[src/rtl/cpu_sram_arbiter.sv]
// Two-requester (inst/data) arbiter onto one SRAM-like master port with an
// in-order owner FIFO for response routing. Define ARB_RR_EN for round-robin ties.
module cpu_sram_arbiter #(
   parameter int unsigned DEPTH = 4
) (
   input  logic                     clk,
   input  logic                     resetn,

   input  logic                     inst_req,
   input  logic                     inst_wr,
   input  logic [1:0]               inst_size,
   input  logic [3:0]               inst_wstrb,
   input  logic [31:0]              inst_addr,
   input  logic [31:0]              inst_wdata,
   output logic                     inst_addr_ok,
   output logic                     inst_data_ok,
   output logic [31:0]              inst_rdata,

   input  logic                     data_req,
   input  logic                     data_wr,
   input  logic [1:0]               data_size,
   input  logic [3:0]               data_wstrb,
   input  logic [31:0]              data_addr,
   input  logic [31:0]              data_wdata,
   output logic                     data_addr_ok,
   output logic                     data_data_ok,
   output logic [31:0]              data_rdata,

   output logic                     m_req,
   output logic                     m_wr,
   output logic [1:0]               m_size,
   output logic [3:0]               m_wstrb,
   output logic [31:0]              m_addr,
   output logic [31:0]              m_wdata,
   input  logic                     m_addr_ok,
   input  logic                     m_data_ok,
   input  logic [31:0]              m_rdata,

   output logic [$clog2(DEPTH):0]   outstanding,
   output logic                     arb_err
);

   localparam int unsigned PW = $clog2(DEPTH);
   localparam int unsigned CW = PW + 1;

   logic [DEPTH-1:0] owner_q, owner_d;
   logic [PW-1:0]    wr_ptr_q, wr_ptr_d;
   logic [PW-1:0]    rd_ptr_q, rd_ptr_d;
   logic [CW-1:0]    cnt_q, cnt_d;
   logic             err_q, err_d;

   logic full, empty, grant_data, hs, pop, head;

   assign full  = (cnt_q == CW'(DEPTH));
   assign empty = (cnt_q == '0);
   assign head  = owner_q[rd_ptr_q];

`ifdef ARB_RR_EN
   // Last granted owner at an address handshake; 0 = inst
   logic rr_last_q, rr_last_d;

   always_comb begin
      grant_data = data_req;
      if (inst_req && data_req) grant_data = ~rr_last_q;
   end

   always_comb begin
      rr_last_d = rr_last_q;
      if (hs) rr_last_d = grant_data;
   end

   always_ff @(posedge clk) begin
      if (!resetn) rr_last_q <= 1'b0;
      else         rr_last_q <= rr_last_d;
   end
`else
   always_comb begin
      grant_data = data_req;
   end
`endif

   // Request mux, handshakes and response routing; all quiet while in reset
   always_comb begin
      m_req        = resetn & (inst_req | data_req) & ~full;
      m_wr         = 1'b0;
      m_size       = '0;
      m_wstrb      = '0;
      m_addr       = '0;
      m_wdata      = '0;
      if (m_req) begin
         m_wr    = grant_data ? data_wr    : inst_wr;
         m_size  = grant_data ? data_size  : inst_size;
         m_wstrb = grant_data ? data_wstrb : inst_wstrb;
         m_addr  = grant_data ? data_addr  : inst_addr;
         m_wdata = grant_data ? data_wdata : inst_wdata;
      end
      hs           = m_req & m_addr_ok;
      inst_addr_ok = hs & ~grant_data;
      data_addr_ok = hs &  grant_data;
      pop          = resetn & m_data_ok & ~empty;
      inst_data_ok = pop & ~head;
      data_data_ok = pop &  head;
      inst_rdata   = m_rdata;
      data_rdata   = m_rdata;
   end

   always_comb begin
      owner_d = owner_q;
      if (hs) owner_d[wr_ptr_q] = grant_data;
      wr_ptr_d = wr_ptr_q + PW'(hs);
      rd_ptr_d = rd_ptr_q + PW'(pop);
      cnt_d    = cnt_q + CW'(hs) - CW'(pop);
      err_d    = err_q | (m_data_ok & empty);
   end

   always_ff @(posedge clk) begin
      if (!resetn) begin
         owner_q  <= '0;
         wr_ptr_q <= '0;
         rd_ptr_q <= '0;
         cnt_q    <= '0;
         err_q    <= 1'b0;
      end else begin
         owner_q  <= owner_d;
         wr_ptr_q <= wr_ptr_d;
         rd_ptr_q <= rd_ptr_d;
         cnt_q    <= cnt_d;
         err_q    <= err_d;
      end
   end

   assign outstanding = cnt_q;
   assign arb_err     = err_q;

endmodule

[config.mk]
export PLATFORM = sky130hd
export DESIGN_NAME = cpu_sram_arbiter
export DESIGN_NICKNAME = d
export VERILOG_FILES = /design/src/rtl/cpu_sram_arbiter.sv
export SDC_FILE = /design/constraint.sdc
export NUM_CORES = 1
export LEC_CHECK = 0
export ABC_AREA = 1
export CAP_MARGIN = 20
export CORE_AREA = 2 2 127 129
export CTS_CLUSTER_DIAMETER = 150
export DETAILED_ROUTE_END_ITERATION = 6
export DIE_AREA = 0 0 129 131
export GPL_ROUTABILITY_DRIVEN = 0
export PLACE_DENSITY = 0.54
export SLEW_MARGIN = 20
export SYNTH_ARGS = -nofsm -noshare
export SYNTH_HDL_FRONTEND = slang
export SYNTH_SLANG_ARGS = --single-unit
export TNS_END_PERCENT = 10
[constraint.sdc]
create_clock -name clk -period 1.85 [get_ports clk]
set_input_delay 0.4625 -clock clk [delete_from_list [all_inputs] [get_ports clk]]
set_output_delay 0.4625 -clock clk [all_outputs]
set_load 0.05 [all_outputs]
# --- Word-level counts from Yosys, hierarchy flattened ---
# Cells that the tools add are included.
totals:
  out_inout_bits: 144
  regBits: 12
  inputBits: 180
classes:
  n_bitwise: 16
  addsub: 4
  magnitude_cmp: 3
  n_eq_ne: 1
  reduce_logical: 2
  n_mux: 15
ops:
  columns: ["cell", "count"]
  rows:
  - ["32-bit two-way mux", 4]
  - ["1-bit bitwise AND", 10]
  - ["4-bit two-way mux", 2]
  - ["2-bit by 3-bit less-than comparator with 1-bit output, second input constant", 2]
  - ["2-bit by 1-bit adder with 2-bit output", 2]
  - ["4-bit bitwise mux", 1]
  - ["1-bit two-way mux", 4]
  - ["2-bit two-way mux", 2]
  - ["1-bit NOT", 4]
  - ["3-bit by 1-bit adder with 3-bit output", 1]
  - ["3-bit equality test, second input constant", 1]
  - ["3-bit zero test", 1]
  - ["3-bit by 1-bit subtractor with 3-bit output", 1]
  - ["1-bit binary-select mux with 2-bit select", 1]
  - ["1-bit demux with 2-bit select", 1]
  - ["2-bit by 1-bit >= comparator with 1-bit output, second input constant", 1]
  - ["1-bit bitwise OR", 2]
  - ["1-bit logical AND", 1]

# --- Longest topological paths before layout ---
# Gate-level depths: netlist of the first run.
logic_depth:
  word_depth: 6
  depth_mapped: 13
  ltp_nobuf: 12

# --- Worst setup path before layout of the first run ---
# OpenSTA, ideal clock, no wires.
synth_path:
  path_type: "register -> output"
  from: "register cnt_q[1], in the netlist outstanding[1]"
  to: "output port m_addr[0]"
  slack_ps: -611
  arrival_ps: 1998
  path_stages_with_launch: 6
  cell_sequence: "dfxtp_1 > nor2_1 > nand2_2 > nand2_4 > buf_6 > a21oi_1"
synth_via:
  elab_chain_cells: 4
synth_rtl:
  columns: ["item", "line_no", "source"]
  rows:
  - ["start: declaration", "49", "logic [CW-1:0] cnt_q, cnt_d;"]
  - ["start signal: assignment", "127", "cnt_q <= cnt_d;"]
  - ["3-bit equality test", "54", "assign full = (cnt_q == CW'(DEPTH));"]
  - ["1-bit NOT", "84", "m_req = resetn & (inst_req | data_req) & ~full;"]
  - ["1-bit bitwise AND", "84", null]
  - ["32-bit two-way mux", "90", "if (m_req) begin"]
  - ["end: declaration", "33", "output logic [31:0] m_addr,"]
# Every way passes these cells.

# --- Final worst setup path of the first run ---
layout_path:
  from: "input port resetn"
  to: "output port m_wdata[23]"
layout_via:
  elab_chain_cells: 3
layout_rtl:
  columns: ["item", "line_no", "source"]
  rows:
  - ["start: declaration", "7", "input logic resetn,"]
  - ["1-bit bitwise AND (2 in series)", "84", null]
  - ["32-bit two-way mux", "90", null]
  - ["end: declaration", "34", "output logic [31:0] m_wdata,"]
# Every way passes these cells.

==> impl_results.rst, run 1 <==
.. list-table::
   :header-rows: 1

   * - Metric
     - Value
   * - Most prevalent standard cell on the critical path
     - sky130_fd_sc_hd__buf_12
   * - Number of violations of the max-capacitance limit
     - 0
   * - Number of filler instances in the final layout
     - 1508
   * - Final clock period utilization by the worst path
     - 104%
   * - Type of element capturing the critical path
     - output pin
   * - Number of library cell types mapped by synthesis
     - 20
   * - Number of DRC markers after the initial detailed-route iteration
     - 72
   * - Headroom to the max-slew limit
     - 83.6%
   * - Violated checks
     - setup timing
   * - Most used flip-flop cell after synthesis
     - sky130_fd_sc_hd__dfxtp_1
   * - Pins Over Slew Limit
     - 0
   * - Critical path, cell by cell
     - buf_8 > inv_4 > nor2_4 > nand2_8 > buf_12 > buf_16 > a21oi_4 > buf_12
   * - Horizontal die dimension
     - 129 microns
   * - Average cell area after synthesis
     - 6.21 sq um
   * - Global-route wire length before repair
     - 17000 microns
   * - N_diodes
     - 0
   * - Final #Nets
     - 758
   * - Setup repair after global routing missed its margin
     - yes
   * - Antenna violations before repair
     - 0
   * - Fraction of the yosys area taken by sequential cells
     - 9.82%
   * - DPL Wire Length
     - 8170 microns
   * - Number of global-route vias before repair
     - 3171
   * - Residual DRC
     - 0
   * - WL per Instance
     - 15.8 microns
   * - Yosys reg bits
     - 12
   * - Highest ir drop seen on vdd
     - 565 uV
   * - Leakage component of the power
     - 0.00242 uW
   * - Number of vias per cell
     - 4.00
   * - Largest stage delay, worst path
     - 180 ps
   * - Skew final
     - 1.79 ps
   * - Cell count after placement
     - 767
   * - Skew-Pair Late Insertion Delay
     - 240 ps
   * - Maximum fanout along the worst path
     - 10
   * - GRT Residual Overflow
     - 0
   * - Synthesis Warnings
     - 0
   * - Critical R2R Launch
     - outstanding[0]
   * - Die height
     - 131 microns
   * - Top Family by Delay on Critical Path
     - buffers and inverters
   * - Clock-pin slew reported for the worst setup and hold paths after clock tree synthesis
     - 40 ps
   * - Final setup violation count
     - 67
   * - Relative area change from synthesis to final layout
     - 164%
   * - Maximum number of pins on one net before global-route repair
     - 45
   * - Starting density of the core
     - 15.7%
   * - Count of boundary I/O pins
     - 324
   * - Slowest cell on crit path
     - sky130_fd_sc_hd__nor2_4
   * - Tightest Hold Check Type
     - flip-flop to flip-flop
   * - Finished Core Util
     - 41.3%
   * - Slew @ Worst Pin
     - 246 ps
   * - Final hold violation count
     - 0
   * - Nature of the critical path startpoint
     - primary input
   * - Final Worst Setup Slack
     - -81.6 ps
   * - Commonest non-fill, non-tap cells in the layout
     - sky130_fd_sc_hd__nand2_1 (159), sky130_fd_sc_hd__clkdlybuf4s50_1 (142), sky130_fd_sc_hd__buf_12 (82)
   * - Number of levels the H-tree was split into
     - 1
   * - Clock period minus worst slack
     - 1930 ps
   * - Number of routed nets with antenna violations
     - 0
   * - Startpoint of the most critical setup path
     - resetn
   * - Number of flops mapped to enable cells by yosys
     - 0
   * - Port Buf Inserts
     - 227
   * - Fraction of final layout cells with drive strength greater than 1
     - 40.6%
   * - Core Footprint
     - 0.0156 sq mm
   * - First-pass detailed-route iteration total
     - 4
   * - TritonCTS clock tree
     - yes
   * - Die Area
     - 0.0169 sq mm
   * - Fmax
     - 0.518 GHz
   * - Signal arrival time at the worst endpoint
     - 1470 ps
   * - Bufs and invs on worst path
     - 5
   * - Inserted Clock Buffers
     - 3
   * - Total track usage
     - 12.8%
   * - Max Root-Sink Buffers
     - 2
   * - Gate Count Post-Synth
     - 394
   * - CTS Root Buffer Type
     - sky130_fd_sc_hd__clkbuf_16
   * - Async set-or-reset flop fraction in the synthesized netlist
     - 0%
   * - Via Count
     - 3157
   * - Startpoint of the most critical hold path
     - owner_q[1]
   * - Core Rows
     - 46
   * - Netlist area before placement
     - 0.00245 sq mm
   * - Wire length after detailed routing
     - 12500 microns
   * - WP data required
     - 1390 ps
   * - Post-layout instance count excluding filler cells
     - 790
   * - Commonest non-fill, non-tap cell in the layout
     - sky130_fd_sc_hd__nand2_1
   * - Run status
     - finished with violations
   * - WS Path Type
     - primary input to output pin
   * - Ratio of total power to cell area
     - 627 mW/mm^2
   * - Post-Syn Nets
     - 577
   * - Number of sinks on the clock net
     - 12
==> worst min-delay path: cells and delay by family (launching register included) <==
family | cells | cell delay [ps]
simple gates | 2 | 130
flops | 1 | 320
==> metrics by stage <==
step,setup slack [ps],hold slack (ps),TNS [ps],area (sq um),power (uW)
floorplan,-103,455,-4200,2550,2060
detailed placement,-704,474,-39450,5360,3000
finish,-81.6,482,-4000,6450,4040
global route,-138,513,-7710,6450,4210
global placement,-660,470,-38480,5360,2980
CTS,-160,453,-4320,6220,3970
==> path summary, 6_finish.rpt <==
| kind | to | slack [ps] | cells past startpoint |
|---|---|---|---|
| max | m_wdata[23] | -80 | 8 |
| min | owner_q[1] | 480 | 2 |
| max reg2reg | outstanding[2] | -20 | 12 |
| min reg2reg | owner_q[1] | 480 | 2 |
==> layer usage <==
layer	vias to the layer above	part of all wire (%)	GRT usage, %
met2	166	51	23.8
met4	0	0.85	2.37
met3	15	9.4	4.11
li1	1529	-	-
met1	1447	38	14.5
met5	-	0	0
==> power by group <==
part           internal, uW  total [uW]  switching [uW]
sequential              312         355            43.1
combinational          1570        3240            1680
clock                   326         441             115
==> state kept, by name (all words and copies together) (netlist names) <==
name	count
arb_err	1
outstanding	3
rd_ptr_q	2
wr_ptr_q	2
owner_q	4
==> cell families (layout without fill, tap and decap cells) <==
logic type / count (synthesis) / count (layout) / synth area share [%]
buffers and inverters: 103 / 283 / 30.0
DFF: 12 / 12 / 9.82
xor gates and xnor gates: 2 / 2 / 0.716
AOI/OAI and AO/OA: 78 / 78 / 25.0
and+or+nand+nor: 196 / 196 / 32.6
adders and majority gates: 3 / 3 / 1.84
==> cells in the mapped netlist (4+ instances only) <==
| master | number | share of area [%] |
|---|---|---|
| sky130_fd_sc_hd__nor2_2 | 4 | 1.0 |
| sky130_fd_sc_hd__buf_6 | 12 | 5.5 |
| sky130_fd_sc_hd__o21ai_0 | 4 | 0.82 |
| sky130_fd_sc_hd__dfxtp_1 | 12 | 9.8 |
| sky130_fd_sc_hd__nor2_1 | 16 | 2.5 |
| sky130_fd_sc_hd__inv_1 | 11 | 1.7 |
| sky130_fd_sc_hd__nand2_1 | 167 | 26 |
| sky130_fd_sc_hd__buf_2 | 11 | 2.3 |
| sky130_fd_sc_hd__inv_2 | 4 | 0.61 |
| sky130_fd_sc_hd__a21oi_2 | 59 | 21 |
| sky130_fd_sc_hd__a21oi_1 | 15 | 3.1 |
| sky130_fd_sc_hd__buf_4 | 65 | 20 |
==> layout make-up <==
type	count	area, sq um	share of cell area, %
Timing Repair Buffer	264	3670	57.0
Multi-Input combinational cell	279	2090	32.5
Tap cell	216	270	4.19
Sequential cell	12	249	3.86
Clock buffer	4	88.8	1.38
Inverter	15	71.3	1.11
==> what timing repair did <==
item | in CTS | in global routing
gates cloned | 7 | 6
endpoints found under the setup margin | 78 | 78
buffers inserted | 8 | 2
pin swaps | 9 | 12
gates resized for setup | 101 | 29
hold buffers | 0 | 0
No activity file was read; power rests on OpenSTA's default activity.
==> run 2: changes to the inputs <==
MAX_ROUTING_LAYER = met4   (was not set)
==> run 2 against run 1 <==
Against the previous run: the run still ends with setup timing left; register-to-register slack is essentially flat; hold slack about the same; sequential share of layout area is the same; die area did not move; wire length is 0.26% lower; final cell count stayed put; largest cell class unchanged; largest power group unchanged.
==> impl_results.rst, run 2 (synthesis gave the netlist of run 1 again) <==
.. list-table::
   :header-rows: 1

   * - Metric
     - Value
   * - Run status
     - finished with violations
   * - Violated checks
     - setup timing
   * - Count of boundary I/O pins
     - 324 (unchanged)
   * - Total negative setup slack
     - -3990 ps (+13.5 ps)
   * - Fraction of final layout cells with drive strength greater than 1
     - 40.6% (unchanged)
   * - Die Area
     - 0.0169 sq mm (unchanged)
   * - Final clock period utilization by the worst path
     - 104% (about the same)
   * - Bufs and invs on worst path
     - 5 (unchanged)
   * - Min Hold Slack
     - 482 ps (-0.0210 ps)
   * - WS Path Type
     - primary input to output pin
   * - Clock-pin slew reported for the worst setup and hold paths after clock tree synthesis
     - 40 ps (about the same)
   * - Levels on crit path
     - 8 (unchanged)
   * - Max reg flops
     - 4 (unchanged)
   * - Nature of the critical path startpoint
     - primary input
   * - Fmax
     - 0.518 GHz (about the same)
   * - Die height
     - 131 microns (unchanged)
   * - Global-route wire length before repair
     - 16900 microns (about the same)
   * - Core Footprint
     - 0.0156 sq mm (unchanged)
   * - Slew @ Worst Pin
     - 240 ps (-6.38 ps)
   * - Register with the most flip-flops
     - owner_q
   * - Clock period minus worst slack
     - 1930 ps (-0.0798 ps)
   * - Met1 layer usage reported by global route
     - 14.9% (+0.39 points)
   * - Residual DRC
     - 0 (unchanged)
   * - N_diodes
     - 0 (unchanged)
   * - Horizontal die dimension
     - 129 microns (unchanged)
   * - Number of violations of the max-capacitance limit
     - 0 (unchanged)
   * - Ratio of total power to cell area
     - 627 mW/mm^2 (about the same)
   * - Antenna violations before repair
     - 0 (unchanged)
   * - Global routing usage on met3
     - 3.46% (-0.65 points)
   * - Skew-Pair Late Insertion Delay
     - 240 ps (about the same)
   * - TritonCTS clock tree
     - yes
   * - Starting density of the core
     - 15.7% (unchanged)
   * - Leakage component of the power
     - 0.00242 uW (unchanged)
   * - Hold buffer count at cts
     - 0 (unchanged)
   * - Headroom to the max-slew limit
     - 84.0% (+0.43 points)
   * - Final Worst Setup Slack
     - -81.5 ps (+0.0798 ps)
   * - Hold Path Cell Cnt
     - 2 (unchanged)
   * - Tightest Hold Check Type
     - flip-flop to flip-flop
   * - Inserted Clock Buffers
     - 3 (unchanged)
   * - Final hold violation count
     - 0 (unchanged)
   * - Total placed instance area
     - 0.00536 sq mm (unchanged)
   * - WP data required
     - 1390 ps (about the same)
   * - Critical path, cell by cell
     - buf_8 > inv_4 > nor2_4 > nand2_8 > buf_12 > buf_16 > a21oi_4 > buf_12
   * - Highest ir drop seen on vdd
     - 565 uV (about the same)
   * - Most prevalent standard cell on the critical path
     - sky130_fd_sc_hd__buf_12
   * - WL per Instance
     - 15.8 microns (-0.26%)
   * - Signal arrival time at the worst endpoint
     - 1470 ps (about the same)
   * - Number of routed nets with antenna violations
     - 0 (unchanged)
   * - Wire length after detailed routing
     - 12500 microns (-0.26%)
   * - Core Rows
     - 46 (unchanged)
   * - GRT Residual Overflow
     - 0 (unchanged)
   * - Number of levels the H-tree was split into
     - 1 (unchanged)
   * - Top Family by Delay on Critical Path
     - buffers and inverters
   * - Total track usage
     - 13.2% (+0.39 points)
   * - First-pass detailed-route iteration total
     - 4 (unchanged)
   * - Final #Nets
     - 758 (unchanged)
   * - Maximum number of pins on one net before global-route repair
     - 45 (unchanged)
   * - Number of vias per cell
     - 4.00 (about the same)
   * - Port Buf Inserts
     - 227 (unchanged)
   * - Pins Over Slew Limit
     - 0 (unchanged)
   * - Number of global-route vias before repair
     - 3172 (+0.032%)
   * - Final setup violation count
     - 67 (unchanged)
   * - Skew final
     - 1.71 ps (-0.0773 ps)
   * - Commonest non-fill, non-tap cells in the layout
     - sky130_fd_sc_hd__nand2_1 (159), sky130_fd_sc_hd__clkdlybuf4s50_1 (142), sky130_fd_sc_hd__buf_12 (82)
   * - Relative area change from synthesis to final layout
     - 164% (unchanged)
   * - CTS Root Buffer Type
     - sky130_fd_sc_hd__clkbuf_16
   * - Max Root-Sink Buffers
     - 2 (unchanged)
   * - Number of DRC markers after the initial detailed-route iteration
     - 78 (+8.3%)
   * - Slowest cell on crit path
     - sky130_fd_sc_hd__nor2_4
   * - Global routing met2 resource utilization
     - 23.7% (-0.062 points)
   * - Worst reg-to-reg path cell count
     - 12 (unchanged)
   * - Setup repair after global routing missed its margin
     - yes
   * - Post-layout instance count excluding filler cells
     - 790 (unchanged)
   * - Largest stage delay, worst path
     - 180 ps (about the same)
   * - Commonest non-fill, non-tap cell in the layout
     - sky130_fd_sc_hd__nand2_1
   * - Final design area excluding fillers
     - 0.00645 sq mm (unchanged)
   * - Finished Core Util
     - 41.3% (unchanged)
   * - Routing layer with the top usage in global route
     - met2
   * - Cell count after placement
     - 767 (unchanged)
   * - Maximum fanout along the worst path
     - 10 (unchanged)
   * - Via Count
     - 3159 (+0.063%)
   * - Number of filler instances in the final layout
     - 1508 (unchanged)
   * - DPL Wire Length
     - 8170 microns (unchanged)
   * - Number of sinks on the clock net
     - 12 (unchanged)
   * - Type of element capturing the critical path
     - output pin
==> run 2: worst register-to-register path: cells and delay by family (launching register included) <==
family,cells,cell delay [ps]
DFF,1,340
and+or+nand+nor,5,440
buffers and inverters,2,190
adders and majority gates,2,470
AOI/OAI and AO/OA,2,180
xor gates and xnor gates,1,150
==> run 2: worst paths after layout <==
check,start,endpoint,slack (ps)
setup / recovery,resetn,m_wdata[23],-80
hold / removal,owner_q[1],owner_q[1],480
setup reg to reg,outstanding[0],outstanding[2],-20
hold reg to reg,owner_q[1],owner_q[1],480
==> run 2: power breakdown <==
part,switching (uW),total [uW],internal [uW]
logic,1680,3240,1570
registers,42.8,355,312
clock network,115,441,326
==> run 2: area by class of cell <==
type,count,area [sq um],share of cell area [%]
Tap cell,216,270,4.19
Sequential cell,12,249,3.86
Inverter,15,71.3,1.11
Multi-Input combinational cell,279,2090,32.5
Clock buffer,4,88.8,1.38
Timing Repair Buffer,264,3670,57.0
==> run 2: metrics by stage <==
| stage | power [uW] | setup WS [ps] |
|---|---|---|
| after floorplan | 2060 | -103 |
| after global placement | 2980 | -660 |
| after detailed placement | 3000 | -704 |
| after CTS | 3970 | -160 |
| after global routing | 4210 | -138 |
| final | 4040 | -81.5 |
==> run 2: routing by layer <==
metal | vias up | part of all wire [%]
met3 | 15 | 8.7
met5 | - | 0
met4 | 0 | 0.85
met1 | 1447 | 39
met2 | 168 | 52
li1 | 1529 | -
==> run 2: what timing repair did <==
item	4_1_cts	5_1_grt
cloned	7	6
pin swaps	9	12
buffers inserted	8	2
resized for setup	101	29
endpoints found under the setup margin	78	78
